## config.mk

```make
export PLATFORM = sky130hd
export DESIGN_NAME = cb_core_sequencer
export DESIGN_NICKNAME = d
export VERILOG_FILES = /design/src/rtl/cb_core_sequencer.sv
export SDC_FILE = /design/constraint.sdc
export NUM_CORES = 1
export LEC_CHECK = 0
export ABC_AREA = 1
export ABC_CLOCK_PERIOD_IN_PS = 1700
export CAP_MARGIN = 20
export CORE_MARGIN = 4
export CORE_UTILIZATION = 30
export CTS_CLUSTER_DIAMETER = 80
export CTS_CLUSTER_SIZE = 28
export DETAILED_ROUTE_END_ITERATION = 12
export GPL_TIMING_DRIVEN = 0
export REMOVE_ABC_BUFFERS = 1
export SLEW_MARGIN = 25
export SYNTH_ARGS = -nofsm -noshare
export SYNTH_HDL_FRONTEND = slang
export SYNTH_SLANG_ARGS = --single-unit
```

## constraint.sdc

```tcl
create_clock -name clk_i -period 1.7 [get_ports clk_i]
set_input_delay 0.34 -clock clk_i [delete_from_list [all_inputs] [get_ports clk_i]]
set_output_delay 0.34 -clock clk_i [all_outputs]
set_load 0.05 [all_outputs]
```

## src/rtl/cb_core_sequencer.sv

```systemverilog
`default_nettype none
// ============================================================================
// Module   : cb_core_sequencer
// Brief    : Boots the selected cores, waits for sleep or timeout, then
//            signals software completion back to the controller.
// Revision : 1.0
// ============================================================================
module cb_core_sequencer #(
    parameter int unsigned TIMEOUT_CYCLES = 4096,
    parameter int unsigned SLEEP_STABLE   = 4
) (
    input  logic        clk_i,
    input  logic        rst_ni,
    input  logic        start_i,
    input  logic [31:0] boot_addr_i,
    input  logic [2:0]  master_core_i,
    input  logic        safe_mode_i,
    input  logic [1:0]  safe_configuration_i,
    input  logic        critical_section_i,
    input  logic [2:0]  core_sleep_i,
    output logic [2:0]  core_fetch_en_o,
    output logic [31:0] core_boot_addr_o,
    output logic        busy_o,
    output logic        end_sw_o,
    output logic        timeout_o,
    output logic        cfg_err_o
);

    localparam int unsigned TCNT_W = $clog2(TIMEOUT_CYCLES + 1);
    localparam int unsigned SCNT_W = 8;

    localparam logic [TCNT_W-1:0] C_TMAX = TCNT_W'(TIMEOUT_CYCLES);
    localparam logic [SCNT_W-1:0] C_SMAX = SCNT_W'(SLEEP_STABLE);

    localparam logic [1:0] S_IDLE = 2'd0;
    localparam logic [1:0] S_BOOT = 2'd1;
    localparam logic [1:0] S_RUN  = 2'd2;
    localparam logic [1:0] S_DONE = 2'd3;

    logic [1:0]        state_q,   state_d;
    logic              start_q;
    logic [2:0]        mask_q,    mask_d;
    logic [31:0]       addr_q,    addr_d;
    logic [TCNT_W-1:0] tcnt_q,    tcnt_d;
    logic [SCNT_W-1:0] scnt_q,    scnt_d;
    logic              timeout_q, timeout_d;
    logic              cfg_err_q, cfg_err_d;

    logic       start_edge;
    logic       master_onehot;
    logic [2:0] master_rot;
    logic [2:0] active_mask;
    logic       sleep_match;
    logic       sleep_done;
    logic       time_done;

    assign start_edge    = start_i & ~start_q;
    assign master_onehot = (master_core_i != 3'b000) &&
                           ((master_core_i & (master_core_i - 3'd1)) == 3'b000);
    assign master_rot    = {master_core_i[1:0], master_core_i[2]};

    always_comb begin
        active_mask = master_core_i;
        if (safe_mode_i) begin
            unique case (safe_configuration_i)
                2'b00:   active_mask = 3'b111;
                2'b01:   active_mask = master_core_i | master_rot;
                default: active_mask = master_core_i;
            endcase
        end
    end

    // Completion conditions look one count ahead so the exit happens in the
    // cycle the threshold is reached, not one cycle later.
    assign sleep_match = ((core_sleep_i & mask_q) == mask_q);
    assign sleep_done  = (state_q == S_RUN) && sleep_match &&
                         ((scnt_q + SCNT_W'(1)) == C_SMAX);
    assign time_done   = (state_q == S_RUN) && !critical_section_i &&
                         ((tcnt_q + TCNT_W'(1)) == C_TMAX);

    always_ff @(posedge clk_i or negedge rst_ni) begin
        if (!rst_ni) begin
            state_q   <= S_IDLE;
            start_q   <= 1'b1;
            mask_q    <= 3'b000;
            addr_q    <= 32'd0;
            tcnt_q    <= '0;
            scnt_q    <= '0;
            timeout_q <= 1'b0;
            cfg_err_q <= 1'b0;
        end else begin
            state_q   <= state_d;
            start_q   <= start_i;
            mask_q    <= mask_d;
            addr_q    <= addr_d;
            tcnt_q    <= tcnt_d;
            scnt_q    <= scnt_d;
            timeout_q <= timeout_d;
            cfg_err_q <= cfg_err_d;
        end
    end

    always_comb begin
        state_d = state_q;
        unique case (state_q)
            S_IDLE:  if (start_edge && master_onehot) state_d = S_BOOT;
            S_BOOT:  state_d = S_RUN;
            S_RUN:   if (sleep_done || time_done) state_d = S_DONE;
            S_DONE:  state_d = S_IDLE;
            default: state_d = S_IDLE;
        endcase
    end

    always_comb begin
        mask_d    = mask_q;
        addr_d    = addr_q;
        tcnt_d    = tcnt_q;
        scnt_d    = scnt_q;
        timeout_d = timeout_q;
        cfg_err_d = 1'b0;
        unique case (state_q)
            S_IDLE: begin
                tcnt_d = '0;
                scnt_d = '0;
                if (start_edge) begin
                    if (master_onehot) begin
                        mask_d    = active_mask;
                        addr_d    = boot_addr_i;
                        timeout_d = 1'b0;
                    end else begin
                        cfg_err_d = 1'b1;
                    end
                end
            end
            S_BOOT: begin
                tcnt_d = '0;
                scnt_d = '0;
            end
            S_RUN: begin
                if (sleep_match) begin
                    if (scnt_q != C_SMAX) scnt_d = scnt_q + SCNT_W'(1);
                end else begin
                    scnt_d = '0;
                end
                if (!critical_section_i && (tcnt_q != C_TMAX)) begin
                    tcnt_d = tcnt_q + TCNT_W'(1);
                end
                // Sleep completion wins a same-cycle race with the timeout.
                if (time_done && !sleep_done) timeout_d = 1'b1;
            end
            default: ;
        endcase
    end

    always_comb begin
        core_fetch_en_o  = (state_q == S_RUN) ? mask_q : 3'b000;
        core_boot_addr_o = addr_q;
        busy_o           = (state_q != S_IDLE);
        end_sw_o         = (state_q == S_DONE);
        timeout_o        = timeout_q;
        cfg_err_o        = cfg_err_q;
    end

endmodule
`default_nettype wire

```

# After elaboration in Yosys (flattened, before gate mapping)
# Index checks and enable logic that the tools add are counted.
[classes]
mul = 0
div = 0
n_eq_ne = 16
add_sub_neg = 3
reduce_logical = 24
n_lt_le_gt_ge = 0
mux = 18
shift = 0
n_bitwise = 5
[op_table]
columns = ["operator", "n"]
rows = [
  ["case mux 13 bit (2 select lines)", 1],
  ["2-to-1 mux 8 bit", 2],
  ["case mux 8 bit (2 select lines)", 1],
  ["adder 13 x 1 -> 13 bit, second input constant", 1],
  ["equality test 13 bit, second input constant", 1],
  ["2-to-1 mux 13 bit", 1],
  ["inequality test 13 bit, second input constant", 1],
  ["adder 8 x 1 -> 8 bit, second input constant", 1],
  ["equality test 8 x 3 -> 1 bit, second input constant", 1],
  ["logical AND 1 bit", 8],
  ["inequality test 8 x 3 -> 1 bit, second input constant", 1],
  ["case mux 2 bit (4 select lines)", 1],
  ["bitwise AND 3 bit", 2],
  ["2-to-1 mux 1 bit", 6],
  ["2-to-1 mux 3 bit", 2],
  ["inequality test 2 x 1 -> 1 bit, second input constant", 3],
  ["inequality test 2 bit, second input constant", 3],
  ["case mux 3 bit (2 select lines)", 1],
  ["AND reduction 2 bit", 3],
  ["nonzero test 2 bit", 3],
  ["equality test 2 x 1 -> 1 bit, second input constant", 2],
  ["equality test 2 bit, second input constant", 2],
  ["zero test 2 bit", 2],
  ["2-to-1 mux 2 bit", 2],
  ["other kinds (14)", 15],
]
[totals]
mem_bits_rw = 0
elab_cells = 74
n_memories = 0
output_inout_bits = 39
ff_bits = 61
latch_bits = 0
inputBits = 45
mem_bits_ro = 0

# Longest topological paths before layout
# Gate-level depths: netlist of the first run.
[logic_depth]
depth_word = 8
mapped_depth = 14
mapped_depth_nobuf = 13

# Least setup slack after synthesis of the first run
# OpenSTA, ideal clock, no wires.
[synth_timing]
path_type = "register to output"
start = "reg state_q[0]"
end = "out core_fetch_en_o[0]"
n_path_buf = 1
t_arrival_ns = 1.377
path_slack_ns = -0.017
stages_incl_launch_ff = 6
required_ns = 1.360
path_cell_list = "dfrtp_1 -> inv_1 -> ha_1 -> clkbuf_1 -> nand2_1 -> inv_1"
[synth_via]
elab_chain_cells = 2
[synth_rtl]
columns = ["element", "line", "rtl"]
rows = [
  ["from (decl)", "40", "logic [1:0] state_q, state_d;"],
  ["from (signal assigned)", "92", "state_q <= state_d;"],
  ["equality test 2 bit", "156", "core_fetch_en_o = (state_q == S_RUN) ? mask_q : 3'b000;"],
  ["2-to-1 mux 3 bit", "156", ""],
  ["to (decl)", "21", "output logic [2:0] core_fetch_en_o,"],
]
# Every way passes these cells.

# Final worst setup path of the first run
# Ends and elaborated chain as after synthesis.

==> summary.md, run 1 <==
| Metric | Value |
|---|---|
| DRT Pass-1 Iters | 4 |
| Max incr delay on CP | around 0.41 ns |
| Ys async rst share | 100% |
| Drt total wl | roughly 8.4 mm |
| Post-Syn Area | approximately 0.0032 mm^2 |
| Buf/Inv on CP | 4 |
| Worst r2r src | state_q[0]$_DFFE_PN0P_ |
| # Max-Cap Violations | 0 |
| PwrDens | around 1600 mW/mm^2 |
| GRT Util Overall | approximately 14% |
| Top cell type by total area after synthesis | dfrtp_1 |
| Design area | 0.00465 mm^2 |
| Max transition margin | between 60% and 70% |
| Placed cells | 629 |
| Top cells by count, synth | 176 x nand2_1, 60 x dfrtp_1, 45 x inv_1, 33 x nand3_1, 24 x o21ai_0 |
| Crit-path cells | inv_2 > ha_4 > buf_4 > nand2_1 > inv_1 > buf_6 |
| Reg area | approximately 0.0015 mm^2 |
| EDFF count, synth | 0 |
| Top delay family on crit path | buffers and inverters |
| Total gr overflow | 0 |
| Multi-input gate area | 0.00155 mm^2 |
| CTS tree | yes |
| Mean Syn Cell Area | 7.57 um^2 |
| Setup-failing EPs final | 5 |
| Worst Tran Pin Value | about 0.52 ns |
| Register area share after synthesis | around half |
| DP HPWL | about 5.6 mm |
| Cell Count, Final, Fillers Out | about 670 |
| Worst Setup Start Kind | register |
| Inserted Clock Buffers | 9 |
| Clk_lat worst skew | 0.35 ns |
| Simple-gate area share of the yosys netlist | around a third |
| CTS clk-pin slew, worst paths | around 0.07 ns |
| Layout cells sized above 1 | about 16% |
| Min cycle time layout | between 1.5 and 2 ns |
| Crit path DAT | 1.43 ns |
| IO Port Bufs | between 80 and 90 |
| RSZ-0062 raised after global routing | true |
| Failing checks | negative setup slack |
| Largest cells by area after synthesis | dfrtp_1 47%, nand2_1 21%, inv_1 5.3% |
| Register bit count reported by yosys | 61 |
| VDD IR max | 0.881 mV |
| Wire per inst | between 10 and 15 um |
| CP Launch Point | state_q[0]$_DFFE_PN0P_ |
| Clock buffer depth | 2 |
| CP required | 1.36 ns |
| Met3 wire len | 564 um |
| Crit path kind | register to output pin |
| # clock sinks | 61 |
| Slew Limit Fails | 0 |
| Die area | 0.0123 mm^2 |
| Vias in the first global route | 2,888 |
| Fin crit share | 104% |
| Crit end category | output pin |
| Largest net degree at the start of global routing | 50 |
| Std cell rows | 37 |
| Setup TNS | -0.216 ns |
| Clock skew | slightly above 0.008 ns |
| Final Wtd Congestion | roughly 0.86 |
| Post-Syn Instances | 420 |
| Met1 Routed Length | roughly 3.6 mm |
| Cell with the most instances after synthesis | nand2_1 |
| Layout area overhead | 46.2% |
| First-pass GRT wire length | ~14 mm |
| CORE AREA | ~0.010 mm^2 |
| Pleak | between 0.002 and 0.0025 uW |
| Post-synth cell types | 30 |
| DR vias | between 3k and 4k |
| Top sig layer | met4 |
| CP Max Fanout | 6 |
| Post-synth top area share | around 47% |
| Routed Antenna Nets | 0 |
| Largest family of logic cells by synthesized area | simple AND/OR/NAND/NOR gates |
| WL met2 | roughly 4 mm |
| Post-route DRC | 0 |
| Via/cell ratio | 4.52 |
| H-tree Lvls | 3 |
| Detailed Route Iter0 Violations | between 100 and 150 |
| Flop-to-flop setup slack | -0.01 ns |
| Max Fclk | about 0.56 GHz |
| CP max-delay cell | dfrtp_1 |
| Top_reg_cell synth | dfrtp_1 |
| Worst hold path type | input port to asynchronous set/reset pin |
| Initial antenna violation count | 0 |
| Diode count | 0 |
| Final hold violations | 0 |
| Run status | finished, violations left |
| I/O pins | between 80 and 90 |
| Final WS setup | -0.0741 ns |
| Synth Area in XOR/XNOR | less than 1% |
| Initial Util | just over 30% |
| Fin util | 45.0% |
| Chip Height | between 100 and 150 um |
| Multiplexer share of the synthesized area | 0% |
| Nets@finish | 579 |
| Placed inst area | roughly 0.0041 mm^2 |
| Synth Area in Adders | approximately 3.5% |
| Compound-gate portion of the synthesized area | 7.08% |
| Clk root buf | clkbuf_8 |
| Fillers | 997 |
| Yosys warning count | 0 |
| Die width | between 100 and 150 um |
[through the flow]
step,hold slack (ns),total power (uW),worst slack [ns]
finish,0.382,7650,-0.0741
CTS,0.389,7320,-0.116
global placement,0.461,5840,-1.83
global route,0.404,8090,-0.155
detailed placement,0.210,5880,-1.19
floorplan,0.0444,4600,-0.156
[routing by layer]
| metal | vias up | GRT usage, % |
|---|---|---|
| li1 | 1527 | - |
| met1 | 1394 | 16.4 |
| met2 | 77 | 22.0 |
| met3 | 11 | 5.51 |
| met4 | 0 | 4.93 |
| met5 | - | 0 |
[flip-flops by register name (all words and copies together), names as in the netlist]
signal and count:
core_boot_addr_o 32, scnt_q 8, tcnt_q 13, cfg_err_o 1, state_q 2, timeout_o 1, start_q 1, mask_q 3
[placed cells by master (no fill, tap or decap), drive strengths merged, types with 5 or more instances in the layout]
master / Yosys / final
nor2: 27 / 27
nand3: 35 / 35
clkbuf: 4 / 10
ha: 9 / 9
nand4: 5 / 5
o21ai: 27 / 27
inv: 47 / 47
dlygate4sd2: 0 / 34
clkdlybuf4s50: 0 / 43
nand2: 179 / 180
dfrtp: 60 / 60
buf: 7 / 26
[path summary, 6_finish.rpt]
kind	endpoint	depth (start not counted)
max reg2reg	state_q[1]$_DFFE_PN0P_	11
min	tcnt_q[4]$_DFFE_PN0P_	2
max	core_fetch_en_o[0]	6
min reg2reg	core_boot_addr_o[6]$_DFFE_PN0P_	2
max in group asynchronous	start_q$_DFF_PN1_	3
min in group clk_i	start_q$_DFF_PN1_	1
[logic make-up after synthesis]
kind of cell,after synthesis
buffers and inverters,58
adder cells (fa/ha/maj),9
XOR/XNOR,2
AO/OA/AOI/OAI,39
AND/OR/NAND/NOR,251
flip-flops,61
[cell type report]
| type | count | area share [%] |
|---|---|---|
| sequential | 61 | 33.0 |
| tap | 136 | 3.66 |
| inverter | 47 | 4.12 |
| clock inverter | 6 | 1.88 |
| multi-input combinational | 302 | 33.4 |
| clock buffer | 10 | 2.74 |
| timing repair buffer | 104 | 21.2 |
[timing repair]
item                                   in CTS  in global routing
setup endpoints to repair                  98                 47
gates resized for setup                    87                 35
hold buffers                                1                  0
gates cloned                                1                  0
buffers inserted                            8                 11
endpoints found under the hold margin      12                  0
pin swaps                                   5                  8
[power by group]
part / leakage [uW] / switching [uW] / internal (uW) / total (uW)
sequential: 0.000785 / 311 / 1920 / 2230
combinational: 0.00136 / 2690 / 1290 / 3980
clock: 0.000110 / 609 / 826 / 1430
total: 0.00226 / 3610 / 4040 / 7650
(Power assumes the default switching activity.)
==> run 2: changes to the inputs <==
--- a/config.mk
+++ b/config.mk
@@ -13,6 +13,7 @@
 export CTS_CLUSTER_DIAMETER = 80
 export CTS_CLUSTER_SIZE = 28
 export DETAILED_ROUTE_END_ITERATION = 12
+export GPL_ROUTABILITY_DRIVEN = 1
 export GPL_TIMING_DRIVEN = 0
 export REMOVE_ABC_BUFFERS = 1
 export SLEW_MARGIN = 25
==> results of run 2 <==
Same layout as run 1: the final DEF is identical, and so are final timing and power.
==> patch 1, RTL diff (config.mk and constraints of run 1) <==
Register the output `timeout_o`, with the module's reset; this adds one clock of latency there. The other outputs are not delayed to match.
--- a/src/rtl/cb_core_sequencer.sv
+++ b/src/rtl/cb_core_sequencer.sv
@@ -36,6 +36,8 @@
     localparam logic [1:0] S_BOOT = 2'd1;
     localparam logic [1:0] S_RUN  = 2'd2;
     localparam logic [1:0] S_DONE = 2'd3;
+
+    logic timeout_c;
 
     logic [1:0]        state_q,   state_d;
     logic              start_q;
@@ -157,8 +159,16 @@
         core_boot_addr_o = addr_q;
         busy_o           = (state_q != S_IDLE);
         end_sw_o         = (state_q == S_DONE);
-        timeout_o        = timeout_q;
+        timeout_c        = timeout_q;
         cfg_err_o        = cfg_err_q;
+    end
+
+    always_ff @(posedge clk_i or negedge rst_ni) begin
+        if (!rst_ni) begin
+            timeout_o <= '0;
+        end else begin
+            timeout_o <= timeout_c;
+        end
     end
 
 endmodule
Formal check against the unedited RTL: no difference found for any inputs over 10 cycles, from zero or initial values and one cycle with rst_ni low; that may be too few to reach the edited logic, so the function may still have changed.
==> patch 1 against run 1 <==
  * The flow still finishes with violations (negative setup slack)
  * Cell count is 0.60% lower
  * Global-route usage is 1.7 points higher
  * Final area is 3.0% higher
  * Utilization is 1.6 points higher
  * Setup slack worse by 0.037 ns
  * Combinational power is 7.3% higher
  * Routed wire length is 9.3% higher
  * Via count is 0.90% higher
  * Power is 2.0% higher
  * Area after synthesis is 0.87% lower
  * Sequential cell count is 1 higher
  * First-iteration DRC count is 41% lower
  * Critical endpoint is now timeout_c
==> patch 1: results (changes against run 1) <==
Outcome
The run finished, with violations left. The checks that failed: negative setup slack.

Yosys
Counting instances in the post-synthesis netlist gives the leading cell types as 164 x sky130_fd_sc_hd__nand2_1, 61 x sky130_fd_sc_hd__dfrtp_1, 36 x sky130_fd_sc_hd__inv_1. The synthesized-area fraction occupied by ao, oa, aoi and oai cells is 6.55% (-0.53 points). The synthesized instance count is 403 (-4.0%). The multiplexer share of the synthesized area came to 0% (unchanged).

The number of distinct library cell variants in the gate-level netlist after synthesis is 28 (-6.7%). After synthesis, the cell types taking the most area are sky130_fd_sc_hd__dfrtp_1 48%, sky130_fd_sc_hd__nand2_1 20%, sky130_fd_sc_hd__inv_1 4.3%, sky130_fd_sc_hd__nand3_1 4.3%, sky130_fd_sc_hd__ha_1 4.0%. The share of the yosys chip area belonging to registers is 49.2% (+1.2 points). The synthesized-area fraction occupied by adder cells was 3.97% (+0.43 points).

Routing
The first-pass iteration count of the detailed router is 6 (+2). The routed length per placed instance came to 13.9 µm (+10%). The routed wire length came to 9.19 mm (+9.3%).

The detailed route wirelength on metal2 came to 4.24 mm (+3.4%). The post-detailed-route via-to-cell ratio was 4.59 (+1.5%). The met1 wire length is 3.80 mm (+5.3%). The met3 routed wirelength is 944 µm (+67%).

The initial detailed-routing violation count is 67 (-41%).

STA
The worst hold slack is 0.370 ns (-0.0114 ns). The largest clock skew in the final design is 0.00923 ns (+0.00102 ns). The final-layout setup total negative slack is -1.26 ns (-1.04 ns).

The relative slew slack is 62.0% (-3.3 points). The worst setup slack after layout came to -0.111 ns (-0.0367 ns). The final setup violation count is 18 (+13).

Placed design
The placed wire-length estimate came to 5.75 mm (+2.3%). The number of placed instances, taps included was 613 (-2.5%). The pre-CTS setup slack is -1.19 ns (+0.00223 ns). The weighted congestion reported at the end of routability-driven placement is 0.874 (+2.0%).

The cell area reported after detailed placement came to 4120 µm² (-0.33%).

GRT
The maximum number of pins on one net before global-route repair is 34 (-32%). The via count of the first global-routing pass came to 3191 (+10%). The overall routing resource usage is 15.3% (+1.7 points). The first-pass GRT wire length was 15.4 mm (+12%).

Power and ir drop
The maximum resistive drop on vdd is 0.849 mV (-3.6%). The static leakage power was 2.35 nW (+4.1%).

CTS
The clock transition at the registers of the reported paths is 0.08 ns.

Setup path
The data arrival at the endpoint of the critical path is 2.04 ns (+0.61 ns). The worst reg2reg path depth came to 15 (+4). Following the worst setup path forward leads to its endpoint at timeout_c.

Worst hold path
The tightest min-delay check is of the in2reg type.

Layout
The filler cell count is 1026 (+2.9%). The number of nets at the end of the flow is 576 (-0.52%).
## patch 1: cell count changes in the layout (fill, tap and decap cells not counted), moves of 6 or more
cell / before / now
sky130_fd_sc_hd__buf_4: 19 / 25
sky130_fd_sc_hd__nand3_1: 30 / 24
sky130_fd_sc_hd__o21ai_0: 21 / 7
sky130_fd_sc_hd__nand2_1: 172 / 157
sky130_fd_sc_hd__inv_1: 40 / 30
## patch 1: report_power, final
part	leakage [nW]	internal [W]	switching (W)	total, W
sequential	0.801	0.00194	0.000286	0.00223
clock	0.0883	0.000672	0.000628	0.00130
combinational	1.46	0.00141	0.00286	0.00427
total	2.35	0.00402	0.00377	0.00780
## patch 1: cell families after synthesis
| logic type | count (synthesis) |
|---|---|
| AOI/OAI and AO/OA | 34 |
| adders and majority gates | 10 |
| and+or+nand+nor | 241 |
| buffers and inverters | 51 |
| xor gates and xnor gates | 5 |
| DFF | 62 |
## patch 1: repair_timing
item,4_1_cts,5_1_grt
cloned,3,0
setup endpoints to repair,98,61
hold endpoints to repair,29,0
buffers inserted,19,10
gates resized for setup,102,36
hold buffers,1,0
pin swaps,14,17
## patch 1: cell type report
class | instances | area (µm²) | area share [%]
flip-flops and latches | 62 | 1560 | 32.5
well taps | 136 | 170 | 3.55
clock buffers | 10 | 128 | 2.67
multi-input cells | 292 | 1600 | 33.5
clock inverters | 6 | 62.6 | 1.31
repair inverters | 1 | 8.76 | 0.183
inverters | 41 | 174 | 3.63
repair buffers | 114 | 1080 | 22.7
## patch 1: worst max-delay path, stage by stage (launching register included)
cell and delay (ns):
sky130_fd_sc_hd__dfrtp_2 0.43, sky130_fd_sc_hd__inv_4 0.07, sky130_fd_sc_hd__ha_4 0.19, sky130_fd_sc_hd__inv_4 0.05, sky130_fd_sc_hd__nor2_4 0.10, sky130_fd_sc_hd__nand2_1 0.06
sky130_fd_sc_hd__nor2_1 0.08, sky130_fd_sc_hd__nand2_1 0.06, sky130_fd_sc_hd__nor2_1 0.09, sky130_fd_sc_hd__nand2_1 0.09, sky130_fd_sc_hd__nor2_2 0.10, sky130_fd_sc_hd__nand3_1 0.10
sky130_fd_sc_hd__nand2_1 0.10, sky130_fd_sc_hd__nand2_1 0.06, sky130_fd_sc_hd__nand2_1 0.07, sky130_fd_sc_hd__nand2_1 0.04
## patch 1: routing by layer
metal,GRT usage [%],vias up
li1,-,1507
met3,7.89,17
met5,0,-
met1,17.5,1412
met4,5.42,0
met2,24.6,100
## patch 1: how the worst min path moves through the flow
stage                                start              endpoint  depth (start not counted)
after floorplan                     rst_ni             cfg_err_o                          0
after global placement           timeout_c             timeout_o                          0
after detailed placement            rst_ni  core_boot_addr_o[24]                          1
after CTS                        timeout_c             timeout_o                          0
after global routing      master_core_i[0]             mask_q[0]                          3
final                     master_core_i[0]             mask_q[0]                          3
==> patch 2, RTL diff (flow settings as in run 1) <==
Without the edit above. Set the parameter `TIMEOUT_CYCLES` to 2048 (it was 4096).
--- a/src/rtl/cb_core_sequencer.sv
+++ b/src/rtl/cb_core_sequencer.sv
@@ -6,7 +6,7 @@
 // Revision : 1.0
 // ============================================================================
 module cb_core_sequencer #(
-    parameter int unsigned TIMEOUT_CYCLES = 4096,
+    parameter int unsigned TIMEOUT_CYCLES = 2048,
     parameter int unsigned SLEEP_STABLE   = 4
 ) (
     input  logic        clk_i,
Function: no difference found for any inputs over 10 cycles, from zero or initial values and one cycle with rst_ni low; that may be too few to reach the edited logic, so the function may still have changed.
==> patch 2 against run 1 <==
  * The flow still finishes with violations (negative setup slack)
  * Clock skew rose by 0.0028 ns
  * Maximum frequency up 2.7%
  * Setup slack improved by 0.047 ns
  * Highest routed layer unchanged
  * Sequential cell count decreased by 1
  * Critical path type unchanged
  * Synthesized cell count fell by 4.5%
  * Area after synthesis decreased by 3.0%
  * Global-route usage grew 1.1 points
  * Hold slack gained 0.043 ns
  * Routed wire length shrank 4.6%
  * Final area decreased by 3.6%
  * Power decreased by 5.5%
  * Critical path depth stayed put
==> patch 2: results (changes against run 1) <==
Yosys
The post-synthesis average cell area is 7.69 µm² (+1.6%). The share of the yosys chip area belonging to registers is 48.7% (+0.67 points). The synthesized-area fraction occupied by ao, oa, aoi and oai cells is 6.12% (-0.96 points). Sorting the synthesized cells by how often they occur yields 170 x sky130_fd_sc_hd__nand2_1, 59 x sky130_fd_sc_hd__dfrtp_1, 44 x sky130_fd_sc_hd__inv_1.

The synthesized-area fraction occupied by adder cells was 3.65% (+0.11 points). The synthesized-area fraction occupied by xor and xnor cells is 0.811% (+0.26 points).

Routing
The initial detailed-routing violation count is 151 (+34%). The met3 routed wirelength is 931 µm (+65%).

Outcome
The flow ran to the end, but the final reports show violations. The checks that failed: negative setup slack.

GRT
The maximum number of pins on one net before global-route repair came to 42 (-16%). The overall routing resource usage came to 14.8% (+1.1 points). The first-pass GRT wire length is 13.8 mm (+0.76%). The via count of the first global-routing pass is 2956 (+2.4%).

STA
The worst hold slack is 0.425 ns (+0.0431 ns). The worst setup slack after layout is -0.0266 ns (+0.0475 ns). The actual transition at the worst max-transition pin is 0.539 ns (+0.0174 ns). The final-layout setup total negative slack was -0.0650 ns (+0.151 ns). The final setup violation count was 4 (-1).

Power and ir drop
The static leakage power is 2.24 nW (-0.87%).

Setup path
The data arrival at the endpoint of the critical path came to 1.39 ns (-0.04 ns).

Placed design
The weighted congestion reported at the end of routability-driven placement came to 0.851 (-0.78%). The pre-CTS setup slack is -1.05 ns (+0.141 ns). The cell area reported after detailed placement is 4070 µm² (-1.7%). The placed wire-length estimate was 5.57 mm (-0.93%).

Layout
The fraction of layout cells with a size suffix above 1 came to 17.2% (+0.99 points).
==> patch 2: cell count changes in the layout (fill, tap and decap cells not counted), sizes merged, moves of 2 or more <==
cell and delta:
nand3 -6, nor3 -2, a21oi -2, o21ai +2, nand2 -4, buf -2, nor2 -2
==> patch 2: cells by family after synthesis <==
logic type	count (synthesis)
and+or+nand+nor	239
xor gates and xnor gates	2
adders and majority gates	9
AOI/OAI and AO/OA	36
DFF	60
buffers and inverters	55
==> patch 2: repair_timing <==
action                                  CTS  global route
cloned                                    1             0
gates resized for setup                  82            23
pin swaps                                 4            15
endpoints found under the hold margin    19             0
endpoints found under the setup margin   96            50
hold buffers                              1             0
buffers inserted                          7            10
==> patch 2: layout make-up <==
type                            instances  area, µm²  area share, %
Clock buffer                           11        151           3.38
Clock inverter                          4       48.8           1.09
Inverter                               47        190           4.24
Multi-Input combinational cell        287       1440           32.0
Sequential cell                        60       1510           33.7
Tap cell                              133        166           3.71
Timing Repair Buffer                  102        980           21.9
==> patch 2: power groups by stage <==
stage               logic, W  clock network [W]  registers (W)
floorplan            0.00105                  0        0.00354
global placement     0.00365                  0        0.00221
detailed placement   0.00367                  0        0.00223
CTS                  0.00358            0.00137        0.00220
global route         0.00401            0.00144        0.00227
finish               0.00369            0.00134        0.00220
==> patch 2: worst max-delay path by stage <==
stage / start / end / slack (ns) / cells after the start
after floorplan: state_q[0] / mask_q[1] / -0.37 / 7
after global placement: rst_ni / scnt_q[2] / -1.81 / 1
after detailed placement: master_core_i[1] / mask_q[1] / -1.05 / 9
after CTS: state_q[1] / busy_o / -0.01 / 4
after global routing: state_q[0] / timeout_o / -0.12 / 13
final: state_q[0] / core_fetch_en_o[1] / -0.03 / 6
